===== config.mk =====
export PLATFORM = sky130hd
export DESIGN_NAME = contador_updown_mod
export DESIGN_NICKNAME = d
export VERILOG_FILES = /design/src/rtl/contador_updown_mod.sv
export SDC_FILE = /design/constraint.sdc
export NUM_CORES = 1
export LEC_CHECK = 0
export BUFFER_PORTS_ARGS = -buffer_cell sky130_fd_sc_hd__buf_2
export CORE_MARGIN = 3
export CORE_UTILIZATION = 35
export CTS_BUF_LIST = sky130_fd_sc_hd__clkbuf_8
export DETAILED_ROUTE_END_ITERATION = 6
export PLACE_DENSITY = 0.71
export SYNTH_ARGS = -nofsm -noshare
export SYNTH_HDL_FRONTEND = slang
export SYNTH_SLANG_ARGS = --single-unit

===== constraint.sdc =====
create_clock -name clk -period 2 [get_ports clk]
set_clock_uncertainty 0.2 [all_clocks]
set_input_delay 0.5 -clock clk [delete_from_list [all_inputs] [get_ports clk]]
set_output_delay 0.5 -clock clk [all_outputs]
set_load 0.01 [all_outputs]

===== src/rtl/contador_updown_mod.sv =====
// contador_updown_mod: parametrised up/down counter with a configurable modulus.
// It can wrap or saturate at the ends of its range. It also provides a
// synchronous clear, a parallel load that clamps to the range, a count enable,
// and registered carry/borrow wrap pulses.
module contador_updown_mod #(
  parameter int unsigned WIDTH    = 4,
  parameter int unsigned MAX_VAL  = 9,
  parameter bit          SATURATE = 1'b0
) (
  input  logic             clk,
  input  logic             reset,
  input  logic             en,
  input  logic             clear,
  input  logic             load,
  input  logic [WIDTH-1:0] load_value,
  input  logic             up,
  input  logic             down,
  output logic [WIDTH-1:0] count,
  output logic             at_max,
  output logic             at_min,
  output logic             carry,
  output logic             borrow
);

  localparam logic [WIDTH-1:0] LP_MAX = WIDTH'(MAX_VAL);

  logic [WIDTH-1:0] r_count;
  logic             r_carry;
  logic             r_borrow;

  logic             w_inc;
  logic             w_dec;
  logic [WIDTH-1:0] w_load_clamped;

  // Step requests: a step needs the enable and exactly one direction.
  always_comb begin
    w_inc          = en & up & ~down;
    w_dec          = en & down & ~up;
    w_load_clamped = (load_value > LP_MAX) ? LP_MAX : load_value;
  end

  // Count register with priority reset > clear > load > step > hold.
  // The wrap pulses are one-cycle flags. They are cleared on every edge that does not wrap.
  always_ff @(posedge clk) begin
    if (!reset) begin
      r_count  <= '0;
      r_carry  <= 1'b0;
      r_borrow <= 1'b0;
    end else if (clear) begin
      r_count  <= '0;
      r_carry  <= 1'b0;
      r_borrow <= 1'b0;
    end else if (load) begin
      r_count  <= w_load_clamped;
      r_carry  <= 1'b0;
      r_borrow <= 1'b0;
    end else begin
      r_carry  <= 1'b0;
      r_borrow <= 1'b0;
      if (w_inc) begin
        if (r_count == LP_MAX) begin
          if (!SATURATE) begin
            r_count <= '0;
            r_carry <= 1'b1;
          end
        end else begin
          r_count <= r_count + 1'b1;
        end
      end else if (w_dec) begin
        if (r_count == '0) begin
          if (!SATURATE) begin
            r_count  <= LP_MAX;
            r_borrow <= 1'b1;
          end
        end else begin
          r_count <= r_count - 1'b1;
        end
      end
    end
  end

  // Range flags are decoded from the count register only.
  always_comb begin
    count  = r_count;
    at_max = (r_count == LP_MAX);
    at_min = (r_count == '0);
    carry  = r_carry;
    borrow = r_borrow;
  end

endmodule

Word-level counts from Yosys, hierarchy flattened
Index checks and enable logic that the tools add are counted.
W data, S select, Z words.

word-level totals
  flip-flop bits (word level) = 6
  latch bits = 0
  RAM bits = 0
  bits in read-only memories = 0
  output and inout port bits = 8
  memories kept = 0

operators by class
  $add $sub $neg = 2
  multiply operators = 0
  div/mod/pow operators = 0
  $lt $le $gt $ge = 1
  eq/ne operators = 1
  shift operators = 0
  multiplexer cells = 8
  bitwise gates (word level) = 9
  reductions and logical operators = 5

operators by type and width
  operator               number
  $mux W4                6
  $not A1 Y1             5
  $reduce_or A5 Y1       1
  $add A4 B1 Y4 const B  1
  $and A1 B1 Y1          4
  $eq A4 B4 Y1 const B   1
  $gt A4 B4 Y1 const B   1
  $logic_not A4 Y1       1
  $reduce_or A4 Y1       1
  $sub A4 B1 Y4 const B  1
  $reduce_bool A3 Y1     1
  $mux W1                2
  $reduce_or A2 Y1       1

Depth between registers and ports, before layout
  depth after elaboration = 5
  gate-level depth with buffers = 5
  depth with buffers taken out = 4

Worst setup path after synthesis
No wires, ideal clock.

  path kind = register -> output
  start = register r_count[0] (netlist: count[0])
  end = output port at_max
  arrival time = 910 ps
  data required time = 1300 ps
  path slack = 390 ps
  stages on the path, launching flop included = 4
  buffers on the path = 1
  path through = dfxtp_1 buf_6 nand2_1 nor3_1

on the way
  word-level cells in the longest chain between the ends = 1

RTL lines
  element                 line  RTL
  start, declared         27    logic [WIDTH-1:0] r_count;
  start signal, assigned  54    r_count <= w_load_clamped;
  start signal, assigned  67    r_count <= r_count + 1'b1;
  start signal, assigned  76    r_count <= r_count - 1'b1;
  $eq A4 B4 Y1            85    at_max = (r_count == LP_MAX);
  end, declared           19    output logic at_max,

Every way passes these cells.

Worst setup path after layout
  start = register r_count[0] (netlist: count[0])
  end = output port at_min

on the way
  word-level cells in the longest chain between the ends = 1

RTL lines
  element           line  RTL
  $logic_not A4 Y1  86    at_min = (r_count == '0);
  end, declared     20    output logic at_min,

Every way passes these cells.

==> impl_metrics.json <==
{
  "critPathKind": "reg -> out",
  "ys_types": 31,
  "layout_cells_sized_above_1_pct": 36.0,
  "io-pin-count": 19,
  "rsz0062_at_grt": "false",
  "finalHoldWorstSlack_ps": 360,
  "slew_headroom_pct": 74.0,
  "die_width_um": 43.1,
  "worstPathCellList": "nor4_2 > buf_2",
  "path_max_fanout": 13,
  "min-delay-path-class": "in -> reg",
  "setup_tns_ps": 0,
  "viasPerCell": 5.60,
  "slew_viol_final": 0,
  "required_ps": 1300,
  "wire_length_of_the_first_global_routing_pass_um": 1920,
  "post_synth_inst_count": 58,
  "drt_pre_antenna_iters": 4,
  "area.growth.synth_to_final_pct": 25.9,
  "setup_viol_count_final": 0,
  "report.final.hold_viol_count": 0,
  "worstSkewPairLatency_ps": 220,
  "globalRoute.totalOverflow": 0,
  "r2r.worst_path.cells": 4,
  "dr_total_vias": 498,
  "clock_path_buffers": 2,
  "crit_slowest_cell": "sky130_fd_sc_hd__dfxtp_2",
  "worstSetupStartpoint": "count[0]$_SDFFE_PP0P_",
  "drt_first_iter_violations": 17,
  "run_status": "finished clean",
  "initial_utilization_pct": 40.2,
  "postSynthNetCount": 69,
  "antenna_found_initial": 0,
  "totalWireLength_um": 1230,
  "drc_errors": 0,
  "cts_sinks": 6,
  "synth_sequential_area_ratio_pct": 24.9,
  "detailed_placement_wirelength_estimate_um": 883,
  "grt_usage_pct": 13.7,
  "worstSetupEndpointType": "output port",
  "synth_flop_cell": "sky130_fd_sc_hd__dfxtp_1",
  "synth_seq_cells": 6,
  "hp-start": "load_value[1]",
  "final_period_minus_worst_setup_slack_ps": 1840,
  "worstMarginPinSlew_ps": 386,
  "maximum_number_of_pins_on_one_net_before_global_route_repair": 14,
  "postSynth.asyncResetShare_pct": 0,
  "dieHeight_um": 43.1,
  "postCtsSetupRepairBufs": 0,
  "rows": 12,
  "min_period_over_period_pct": 91.9,
  "cts.reportedPaths.clkPinSlew_ps": 40,
  "final_net_count": 88,
  "final_gp_congestion": 0.788,
  "regToRegStartpoint": "count[0]$_SDFFE_PP0P_",
  "synth-edff-count": 0,
  "postRouteAntennaNets": 0,
  "hold_depth": 3,
  "maxCapViolations": 0,
  "timing.critical_path.arrival_ps": 1140,
  "tritoncts": "done",
  "port_buffers": 18,
  "tritoncts.num_buffers": 3,
  "floorplan.die_area_sq_um": 1860,
  "syn_avg_cell_area_sq_um": 8.33,
  "number_of_global_route_vias_before_repair": 438,
  "post_drt_wl_per_cell_um": 13.8,
  "critical_path_start_type": "flip-flop",
  "yosys_warnings": 0,
  "syn_area_sq_um": 483,
  "design.core.area_sq_um": 1200,
  "power_density_nw_per_um2": 657,
  "achievable-frequency_mhz": 544,
  "cp_slowest_stage_delay_ps": 390,
  "ctsHtreeMaxLevel": 1,
  "num_antenna_cells": 0,
  "static-leakage-power_uw": 0.000263,
  "clockRootBuffer": "sky130_fd_sc_hd__clkbuf_8",
  "power.ir.vdd_worst_mv": 0.516
}
final timing paths:
path / end / slack (ps)
hold / removal: count[1]$_SDFFE_PP0P_ / 360
hold reg to reg: count[1]$_SDFFE_PP0P_ / 460
setup / recovery: at_min / 160
setup reg to reg: count[1]$_SDFFE_PP0P_ / 470
cell type report:
class	instances	area (sq um)
Clock buffer	3	41.3
Fill cell	130	593
Inverter	3	11.3
Multi-Input combinational cell	45	325
Sequential cell	6	123
Tap cell	14	17.5
Timing Repair Buffer	18	90.1
synthesized netlist by cell type, types with 2 or more instances:
| library cell | n | area share (%) |
|---|---|---|
| sky130_fd_sc_hd__nor3_1 | 3 | 3.1 |
| sky130_fd_sc_hd__nand2_1 | 3 | 2.3 |
| sky130_fd_sc_hd__inv_1 | 3 | 2.3 |
| sky130_fd_sc_hd__o311ai_0 | 2 | 3.6 |
| sky130_fd_sc_hd__a31oi_1 | 3 | 3.9 |
| sky130_fd_sc_hd__and2_1 | 3 | 3.9 |
| sky130_fd_sc_hd__xnor2_1 | 2 | 3.6 |
| sky130_fd_sc_hd__buf_2 | 3 | 3.1 |
| sky130_fd_sc_hd__nor2_1 | 3 | 2.3 |
| sky130_fd_sc_hd__nor4_1 | 2 | 2.6 |
| sky130_fd_sc_hd__dfxtp_1 | 6 | 25 |
| sky130_fd_sc_hd__o21ai_0 | 3 | 3.1 |
| sky130_fd_sc_hd__a221oi_2 | 2 | 6.2 |
| sky130_fd_sc_hd__nand2b_1 | 3 | 3.9 |
cell usage in the layout (no fill, tap or decap):
cell                        instances
sky130_fd_sc_hd__o311ai_0           2
sky130_fd_sc_hd__nand2_1            3
sky130_fd_sc_hd__and3_1             1
sky130_fd_sc_hd__nand3_1            1
sky130_fd_sc_hd__a221oi_2           2
sky130_fd_sc_hd__and2_1             3
sky130_fd_sc_hd__mux2i_1            1
sky130_fd_sc_hd__buf_2             18
sky130_fd_sc_hd__clkbuf_8           3
sky130_fd_sc_hd__nand4b_2           1
sky130_fd_sc_hd__nand2b_1           3
sky130_fd_sc_hd__o21ai_0            3
sky130_fd_sc_hd__nor2_1             3
sky130_fd_sc_hd__a211oi_1           1
sky130_fd_sc_hd__nand3b_1           1
sky130_fd_sc_hd__inv_1              3
sky130_fd_sc_hd__o22ai_1            1
sky130_fd_sc_hd__o21a_1             1
sky130_fd_sc_hd__nor4_1             2
sky130_fd_sc_hd__xnor2_1            2
sky130_fd_sc_hd__nor2b_1            1
sky130_fd_sc_hd__nor4_2             1
sky130_fd_sc_hd__and4b_1            1
sky130_fd_sc_hd__nor3b_1            1
sky130_fd_sc_hd__a31oi_1            3
sky130_fd_sc_hd__dfxtp_1            4
sky130_fd_sc_hd__dfxtp_2            2
sky130_fd_sc_hd__xor2_1             1
sky130_fd_sc_hd__nand4b_1           1
sky130_fd_sc_hd__a32oi_1            1
sky130_fd_sc_hd__nor3_1             3
sky130_fd_sc_hd__nand4bb_1          1
registers in the layout, summed over array words and instances, names as in the netlist:
name	count
borrow	1
carry	1
count	4
what timing repair did:
item | CTS | global route
hold buffers | 0 | 0
pin swaps | 0 | 0
endpoints found under the setup margin | 1 | 1
gates cloned | 0 | 0
gates resized for setup | 1 | 1
worst max-delay path: cells and delay by family (launching register included):
kind	cells	cell delay (ps)
flip-flops	1	390
AND/OR/NAND/NOR	1	330
buffers and inverters	1	190
report_power, final:
group	switching, uW	total [uW]	internal [uW]
logic	39.6	74.5	35.0
clock network	57.9	188	130
registers	11.8	137	125
total	109	399	290
per-stage QoR:
stage	utilization [%]	instance area (sq um)	instances	total power [uW]	worst slack, ps
floorplan	-	483	58	186	390
global placement	47.0	564	86	211	197
detailed placement	47.0	564	86	212	130
CTS	50.5	607	89	406	98.0
global route	50.6	608	89	419	65.0
finish	50.6	608	89	399	162
kinds of logic (layout without fill, tap and decap cells):
kind of cell              after synthesis  after routing  synth area share [%]
AOI/OAI and AO/OA                      14             14                  23.1
and+or+nand+nor                        27             27                  36.8
DFF                                     6              6                  24.9
buffers and inverters                   7             24                  7.77
xor gates and xnor gates                3              3                  5.44
muxes                                   1              1                  2.07
layer usage:
metal / vias to the layer above / track usage [%] / part of all wire [%]
li1: 255 / - / -
met1: 223 / 15.6 / 42
met2: 18 / 22.4 / 49
met3: 2 / 6.78 / 7.7
met4: 0 / 3.61 / 0.73
met5: - / 0 / 0
No activity file was read; power rests on OpenSTA's default activity.
